[src/rtl/dcache_wb_buffer.sv]
// Write-back buffer between the dcache and line-wide data memory: queues dirty lines, forwards reads
// from buffered lines, drains in order. Define WBB_COALESCE_EN to merge writes to an already-buffered line.
module dcache_wb_buffer #(
   parameter int DEPTH = 4
) (
   input  logic         clk_i,
   input  logic         rst_i,
   input  logic         cache_enable_i,
   input  logic         cache_write_i,
   input  logic [31:0]  cache_addr_i,
   input  logic [255:0] cache_data_i,
   output logic         cache_ack_o,
   output logic [255:0] cache_data_o,
   output logic         mem_enable_o,
   output logic         mem_write_o,
   output logic [31:0]  mem_addr_o,
   output logic [255:0] mem_data_o,
   input  logic         mem_ack_i,
   input  logic [255:0] mem_data_i,
   output logic [3:0]   wbb_count_o,
   output logic         wbb_full_o
);
   localparam int PW = $clog2(DEPTH);

   typedef enum logic [1:0] {IDLE = 2'd0, DRAIN = 2'd1, READ = 2'd2} state_t;

   state_t           r_state;
   logic [26:0]      r_line [DEPTH];
   logic [255:0]     r_data [DEPTH];
   logic [DEPTH-1:0] r_vld;
   logic [PW-1:0]    r_wptr, r_rptr;
   logic [3:0]       r_count;
   logic             r_rd_pend;
   logic [26:0]      r_rd_line;
   logic             r_ack;
   logic [255:0]     r_rdata;
   logic             r_men, r_mwr;
   logic [31:0]      r_maddr;
   logic [255:0]     r_mdata;

   logic [26:0]      w_line;
   logic             w_req, w_full, w_pop, w_push, w_coal;
   logic             w_rd_hit, w_rd_fwd, w_rd_miss, w_rd_done;
   logic [PW-1:0]    w_rd_idx;
`ifdef WBB_COALESCE_EN
   logic             w_wr_hit;
   logic [PW-1:0]    w_wr_idx;
`endif
   logic             w_unused_addr;

   assign w_line        = cache_addr_i[31:5];
   assign w_unused_addr = ^cache_addr_i[4:0];
   // The ack cycle and a pending read miss both belong to a request already taken.
   assign w_req     = cache_enable_i && !r_ack && !r_rd_pend;
   assign w_full    = (r_count == 4'(DEPTH));
   assign w_pop     = (r_state == DRAIN) && mem_ack_i;
   assign w_rd_done = (r_state == READ) && mem_ack_i;

   // Scan oldest to newest so the last match is the newest copy of the line.
   always_comb begin : match
      logic [PW-1:0] w_idx;
      w_rd_hit = 1'b0;
      w_rd_idx = '0;
`ifdef WBB_COALESCE_EN
      w_wr_hit = 1'b0;
      w_wr_idx = '0;
`endif
      for (int k = 0; k < DEPTH; k++) begin
         w_idx = r_rptr + PW'(k);
         if (r_vld[w_idx] && r_line[w_idx] == w_line) begin
            if (!(w_idx == r_rptr && w_pop)) begin
               w_rd_hit = 1'b1;
               w_rd_idx = w_idx;
            end
`ifdef WBB_COALESCE_EN
            if (!(w_idx == r_rptr && r_state == DRAIN)) begin
               w_wr_hit = 1'b1;
               w_wr_idx = w_idx;
            end
`endif
         end
      end
   end

`ifdef WBB_COALESCE_EN
   assign w_coal = w_req && cache_write_i && w_wr_hit;
`else
   assign w_coal = 1'b0;
`endif
   // A full buffer still takes a write in the cycle the head pops.
   assign w_push    = w_req && cache_write_i && !w_coal && (!w_full || w_pop);
   assign w_rd_fwd  = w_req && !cache_write_i && w_rd_hit;
   assign w_rd_miss = w_req && !cache_write_i && !w_rd_hit;

   always_ff @(posedge clk_i) begin
      if (w_push) begin
         r_line[r_wptr] <= w_line;
         r_data[r_wptr] <= cache_data_i;
      end
`ifdef WBB_COALESCE_EN
      if (w_coal) r_data[w_wr_idx] <= cache_data_i;
`endif
   end

   always_ff @(posedge clk_i or negedge rst_i) begin
      if (!rst_i) begin
         r_state   <= IDLE;
         r_vld     <= '0;
         r_wptr    <= '0;
         r_rptr    <= '0;
         r_count   <= '0;
         r_rd_pend <= 1'b0;
         r_rd_line <= '0;
         r_ack     <= 1'b0;
         r_rdata   <= '0;
         r_men     <= 1'b0;
         r_mwr     <= 1'b0;
         r_maddr   <= '0;
         r_mdata   <= '0;
      end else begin
         r_ack   <= w_push || w_coal || w_rd_fwd || w_rd_done;
         r_rdata <= w_rd_fwd ? r_data[w_rd_idx] : (w_rd_done ? mem_data_i : '0);
         r_count <= r_count + 4'(w_push) - 4'(w_pop);
         if (w_pop) begin
            r_vld[r_rptr] <= 1'b0;
            r_rptr        <= r_rptr + PW'(1);
         end
         if (w_push) begin
            r_vld[r_wptr] <= 1'b1;
            r_wptr        <= r_wptr + PW'(1);
         end
         if (w_rd_miss) begin
            r_rd_pend <= 1'b1;
            r_rd_line <= w_line;
         end else if (w_rd_done) begin
            r_rd_pend <= 1'b0;
         end
         case (r_state)
            IDLE: begin
               if (r_rd_pend) begin
                  r_state <= READ;
                  r_men   <= 1'b1;
                  r_mwr   <= 1'b0;
                  r_maddr <= {r_rd_line, 5'b0};
               end else if (r_count != 4'd0) begin
                  r_state <= DRAIN;
                  r_men   <= 1'b1;
                  r_mwr   <= 1'b1;
                  r_maddr <= {r_line[r_rptr], 5'b0};
                  r_mdata <= r_data[r_rptr];
               end
            end
            DRAIN, READ: begin
               if (mem_ack_i) begin
                  r_state <= IDLE;
                  r_men   <= 1'b0;
                  r_mwr   <= 1'b0;
                  r_maddr <= '0;
                  r_mdata <= '0;
               end
            end
            default: r_state <= IDLE;
         endcase
      end
   end

   assign cache_ack_o  = r_ack;
   assign cache_data_o = r_rdata;
   assign mem_enable_o = r_men;
   assign mem_write_o  = r_mwr;
   assign mem_addr_o   = r_maddr;
   assign mem_data_o   = r_mdata;
   assign wbb_count_o  = r_count;
   assign wbb_full_o   = w_full;
endmodule

[config.mk]
export PLATFORM = sky130hd
export DESIGN_NAME = dcache_wb_buffer
export DESIGN_NICKNAME = d
export VERILOG_FILES = /design/src/rtl/dcache_wb_buffer.sv
export SDC_FILE = /design/constraint.sdc
export NUM_CORES = 2
export LEC_CHECK = 0
export ABC_AREA = 1
export CELL_PAD_IN_SITES_DETAIL_PLACEMENT = 0
export CELL_PAD_IN_SITES_GLOBAL_PLACEMENT = 1
export CORE_UTILIZATION = 43
export CTS_BUF_LIST = sky130_fd_sc_hd__clkbuf_16
export DETAILED_ROUTE_END_ITERATION = 10
export HOLD_SLACK_MARGIN = 0.08
export PLACE_DENSITY_LB_ADDON = 0.1
export SLEW_MARGIN = 15
export SYNTH_ARGS = -nofsm -noshare
export SYNTH_HDL_FRONTEND = slang
export SYNTH_SLANG_ARGS = --single-unit
[constraint.sdc]
create_clock -name clk_i -period 18.4 [get_ports clk_i]
set_input_delay 5.52 -clock clk_i [delete_from_list [all_inputs] [get_ports clk_i]]
set_output_delay 5.52 -clock clk_i [all_outputs]
set_load 0.1 [all_outputs]
-- Word level (Yosys, flattened, before mapping)
Memory sizes are Yosys's and may differ from the RTL's.
Index checks and enable logic that the tools add are counted.
- register bits: 589
- memories kept: 2
- output and inout port bits: 552
- RAM bits: 1132
- $lt $le $gt $ge: 7
- multiplexer cells: 54
- equality and inequality tests: 14
- reductions and logical operators: 34
- bitwise logic cells: 3
- $add $sub $neg: 6
- memory list (name ; words ; width ; rd ports ; clocked after memory_dff ; wr ports ; line ; source):
    r_data ; 4 ; 256 ; 2 ; 0 ; 1 ; 29 ; logic [255:0] r_data [DEPTH];
    r_line ; 4 ; 27 ; 4 ; 0 ; 1 ; 28 ; logic [26:0] r_line [DEPTH];
- operators by type and width (operator ; number):
    2-to-1 mux 256 bit ; 5
    one-hot mux 256 bit (2 select lines) ; 1
    equality test 27 bit ; 4
    2-to-1 mux 32 bit ; 3
    one-hot mux 32 bit (2 select lines) ; 1
    2-to-1 mux 1 bit ; 22
    2-to-1 mux 2 bit ; 11
    logical AND 1 bit ; 18
    less-than comparator 2 x 3 -> 1 bit, second input constant ; 5
    binary-select mux 1 bit (select 2 bit) ; 4
    2-to-1 mux 4 bit ; 2
    equality test 2 bit ; 3
    inequality test 2 bit, second input constant ; 3
    zero test 1 bit ; 5
    adder 2 x 1 -> 2 bit, second input constant ; 2
    adder 2 bit, second input constant ; 2
    adder 4 x 1 -> 4 bit ; 1
    AND 4 bit ; 1
    demux 1 bit (select 2 bit) ; 2
    equality test 4 x 3 -> 1 bit, second input constant ; 1
    greater-or-equal comparator 2 x 1 -> 1 bit, second input constant ; 2
    inverter 4 bit ; 1
    OR 4 bit ; 1
    one-hot mux 1 bit (2 select lines) ; 2
    other kinds (13) ; 16

-- Longest topological paths before layout
- depth in word-level cells: 13
- mapped depth: 33

-- Least setup slack after synthesis
OpenSTA, ideal clock, no wires.
- path type: input to register
- start: input mem_ack_i
- end: memory r_data[0][0] (enable)
- path slack: -0.357 ns
- required time: 17.466 ns
- buffers on the path: 1
- stages on the path: 4
- arrival time: 17.823 ns
- path through: nand2_1 -> a21o_1 -> clkbuf_1 -> nor2_1
- cells in the longest elaborated chain, start to end: 5
- RTL lines (element ; line ; source):
    start: declaration ; 18 ; input logic mem_ack_i,
    logical AND 1 bit ; 56 ; assign w_pop = (r_state == DRAIN) && mem_ack_i;
    logical OR 1 bit ; 91 ; assign w_push = w_req && cache_write_i && !w_coal && (!w_full || w_pop);
    logical AND 1 bit ; 91 ;
    2-to-1 mux 1 bit ; 96 ; if (w_push) begin
    2-to-1 mux 1 bit (implied by the code) ; 98 ; r_data[r_wptr] <= cache_data_i;
    end: declaration ; 29 ;
No other way between the ends.

-- Worst setup path in the final report
- start: input cache_addr_i[30]
- end: register r_rdata[163], in the netlist cache_data_o[163]
- cells in the longest elaborated chain, start to end: 11
- elaborated cells on any way between the ends: 25
- classes of those cells: 4 x eq/ne; 15 x mux; 5 x reduce/logical; 1 x memory
- RTL lines (element ; line ; source):
    start: declaration ; 10 ; input logic [31:0] cache_addr_i,
    equality test 27 bit ; 70 ; if (r_vld[w_idx] && r_line[w_idx] == w_line) begin
    logical AND 1 bit ; 70 ;
    2-to-1 mux 2 bit or 2-to-1 mux 1 bit (tied branches) ; 70 ;
    2-to-1 mux 2 bit or 2-to-1 mux 1 bit (tied branches) ; 71 ; if (!(w_idx == r_rptr && w_pop)) begin
    2-to-1 mux 2 bit or 2-to-1 mux 1 bit (tied branches) ; 70 ;
    2-to-1 mux 2 bit or 2-to-1 mux 1 bit (tied branches) ; 71 ;
    2-to-1 mux 2 bit or 2-to-1 mux 1 bit (tied branches) ; 70 ;
    2-to-1 mux 2 bit or 2-to-1 mux 1 bit (tied branches) ; 71 ;
    2-to-1 mux 2 bit or 2-to-1 mux 1 bit (tied branches) ; 70 ;
    memory read (4 x 256 bit) or logical AND 1 bit (tied branches) ; -- ;
    2-to-1 mux 256 bit (*) ; 122 ; r_rdata <= w_rd_fwd ? r_data[w_rd_idx] : (w_rd_done ? mem_data_i : '0);
    end signal: assignment ; 122 ;
    end: declaration ; 36 ; logic [255:0] r_rdata;
Every way passes the cells marked *; elsewhere a longest branch is shown, timed or not.
A chain may end at the register's enable or synchronous reset.

==> results by group <==
Place
  – GPL Wtd Cong: about 0.92
  – Pre-CTS setup slack: slightly above 6 ns
  – Post-DP HPWL: ~180 mm
  – # port buffers: between 1,000 and 1,500

Power
  – Pwr Density: about 160 nW/um2
  – Sequential share of power: 31.0%
  – Switching fraction of total power: roughly 47%
  – Max rail drop VDD: approximately 0.20 mV
  – Internal power: ~8.5 mW
  – Leak: 42.5 nW
  – NetSw: 7.57 mW
  – Combinational share of power: a little under half
  – Clock Power Share: 22.6%

Synthesis
  – Ys async rst share: around 34%
  – Synth Instances: 8,801
  – Most frequent cells after synthesis: nand2_1, nand3_1, edfxtp_1
  – Synth Area per Inst: just over 9 um2
  – Yosys cell types: 37
  – Yosys top cell area share: 41.8%
  – Compound-Gate Fraction of Synth Area: under 10%
  – Post-synthesis xor/xnor area fraction: less than 1%
  – Synth Flop Type: edfxtp_1
  – Seq/Total Area, Yosys: roughly 60%
  – Mapped cell area: roughly 81,000 um2
  – Synth warn: 0
  – Post-synthesis mux area share: less than 1%
  – Flops & latches, synth: between 1,500 and 2,000
  – Ranking of synthesized cells by area: edfxtp_1, dfrtp_1, nand2_1, nand3_1, inv_1
  – Largest family of logic cells by synthesized area: simple AND/OR/NAND/NOR gates
  – Count leader, synth: nand2_1
  – Number of flops mapped to enable cells by yosys: 1,132
  – Post-Synth Simple-Gate Area: 23.1%
  – Synth area leader: edfxtp_1
  – Adder-cell share of the synthesized area: 0.271%

Timing
  – Final period util: roughly three fifths
  – Fmax: 0.0877 GHz
  – Final-report setup violation count: 0
  – Slew margin rel.: 12.5%
  – Worst setup margin: around 7.0 ns
  – Final min period: between 10 and 15 ns
  – Final Hold Violating Endpoints: 0
  – Pins Over Slew Limit: 0
  – Worst hold slack: roughly 0.46 ns
  – Worst slew pin tran: ~1.3 ns
  – RSZ-0062 raised after global routing: no
  – Worst Skew: between 0.03 and 0.04 ns

Clock network
  – Clock Latency Late Sink: about 0.85 ns
  – CTS buffer count: 190
  – Setup bufs post-CTS: 0
  – Worst-path clk slew: 0.06 ns
  – CTS H-tree lvls: 4
  – Root Buffer Master: clkbuf_16
  – Cts repair resizes: 0
  – Clk sinks: approximately 1,700
  – Clk buf depth: 3
  – Post-CTS Hold Buffers: 0
  – CTS tree: built

Critical path
  – Most used cell along the critical path: nand2_1
  – Slowest stage delay, CP: 1.04 ns
  – Top Family by Delay on Critical Path: simple AND/OR/NAND/NOR gates
  – WP data required: 19.12 ns
  – Startpoint types: input port
  – Crit path buffers/inverters: 5
  – Worst setup path class: input port to register
  – Critical Path, Cell by Cell: clkdlybuf4s50_1 -> inv_1 -> nand3_1 -> nand2_1 -> nor2_1 -> nand2_1 -> nor2_1 -> nand2_1 -> nor2_1 -> nand3_1 -> nand2_1 -> nand2_8 -> nand2_8 -> buf_12 -> buf_4 -> nand2_1 -> nand3_1 -> nand3_1 -> nand2_1 -> inv_1
  – Slowest CP cell: nand2_8
  – Crit Path Max Fanout: 204
  – Crit. End Element: register
  – Arr. time, crit path: about 12 ns

Outcome
  – Outcome: finished with violations
  – Failing checks: DRC

Detailed routing
  – Post-route ant nets: 0
  – Via density per instance: roughly 5.4
  – DR vias: 66,801
  – Drt first pass iters: 11
  – DR WL/cell: 24.2 um
  – WL final: ~300 mm
  – DRT iter0 DRCs: a little under 6,000
  – Drt drc: 204

Min path
  – Worst Hold Class: register to register

Floorplanning
  – FP Rows: 159
  – Initial Utilization: between 40% and 50%
  – Die ar.: 191,000 um2
  – Placeable Area: 188,000 um2
  – Ports: about 1,100
  – Die Y: 437 um
  – Die extent in x: approximately 440 um

Layout
  – Layout cell share with drive strength beyond 1: approximately 4.0%
  – Area Overhead vs Synth: 22.5%
  – Fin util: between 50% and 60%
  – Final net count: approximately 10,000

Global route
  – Total gr overflow: 0
  – All-Layer GR Usage: ~30%
  – Pin count of the biggest net entering global routing: 205
  – First-pass GRT wire length: 429 mm
  – Antenna violations before repair: 96
  – Vias in the first global route: 64,344

Job
  – Max Cap Violations: 0
-- flip-flops by register name, indices dropped and copies added (netlist names) --
register	cells
r_rd_pend	1
r_vld	4
mem_write_o	1
r_data	1024
mem_addr_o	27
cache_data_o	256
r_state	2
cache_ack_o	1
r_line	108
r_rptr	2
r_wptr	2
wbb_count_o	4
r_rd_line	27
mem_enable_o	1
mem_data_o	256
-- metal layers --
| layer | track usage (%) | vias to the layer above | share of wire [%] |
|---|---|---|---|
| li1 | - | 31218 | - |
| met1 | 36.9 | 32491 | 39 |
| met2 | 49.7 | 2448 | 49 |
| met3 | 6.38 | 586 | 7.1 |
| met4 | 17.1 | 58 | 5.1 |
| met5 | 0 | - | 0.13 |
-- power groups by stage --
| stage | combinational [mW] | sequential [mW] | clock (mW) |
|---|---|---|---|
| after global placement | 7.37 | 5.03 | 0 |
| after detailed placement | 7.41 | 5.04 | 0 |
| after global routing | 7.89 | 5.03 | 3.85 |
| after floorplan | 2.94 | 7.24 | 0 |
| final | 7.44 | 4.97 | 3.64 |
| after CTS | 7.43 | 4.97 | 3.69 |
-- per-stage QoR --
| stage | cells | instance area [um2] | total power, mW | TNS (ns) |
|---|---|---|---|---|
| finish | 12263 | 99600 | 16.1 | 0 |
| global route | 12261 | 99600 | 16.8 | 0 |
| CTS | 12215 | 99500 | 16.1 | 0 |
| detailed placement | 11858 | 93500 | 12.5 | 0 |
| global placement | 11857 | 93500 | 12.4 | 0 |
| floorplan | 8805 | 81300 | 10.2 | -404.08 |
-- placed cells by master (no fill, tap or decap), drive strengths merged, types with 16 or more instances in the layout --
cell,instances
nor2,264
nand3,1277
nand4,28
o22ai,256
ha,16
clkinv,78
diode,48
a21oi,336
edfxtp,1132
clkdlybuf4s50,1055
inv,1116
a211oi,182
clkbuf,196
nand3b,365
buf,122
dfrtp,584
o21ai,435
xor2,16
nand2,2215
-- cell families (layout without fill, tap and decap cells) --
logic type	after synthesis	in the layout
xor gates and xnor gates	17	17
other	1	53
and+or+nand+nor	4171	4171
adders and majority gates	17	17
buffers and inverters	1663	2578
muxes	3	3
AOI/OAI and AO/OA	1213	1213
DFF	1716	1716
-- tightest hold or removal path, stage by stage (launching register included) --
cell,delay (ns)
dfrtp_1,0.34
nand2_1,0.05
nand2_1,0.04
-- worst paths after layout --
path	from	to	slack [ns]	cells past startpoint
hold reg to reg	r_rd_line[19]	r_rd_line[19]	0.46	2
min in group asynchronous	rst_i	r_rd_line[0]	4.69	1
hold / removal	r_rd_line[19]	r_rd_line[19]	0.46	2
setup reg to reg	r_rptr[1]	cache_data_o[112]	9.13	23
setup / recovery	cache_addr_i[30]	cache_data_o[163]	7.00	20
max in group asynchronous	rst_i	mem_data_o[17]	11.56	3
-- area by class of cell --
cell class | count | area (um2)
inverter | 1044 | 3950
sequential | 1716 | 48600
fill | 16873 | 88200
clock buffer | 196 | 4900
antenna | 48 | 120
tap | 2495 | 3120
multi-input combinational | 5426 | 26100
timing repair buffer | 1177 | 11700
clock inverter | 161 | 1030
Power figures use the tool's default switching activity.
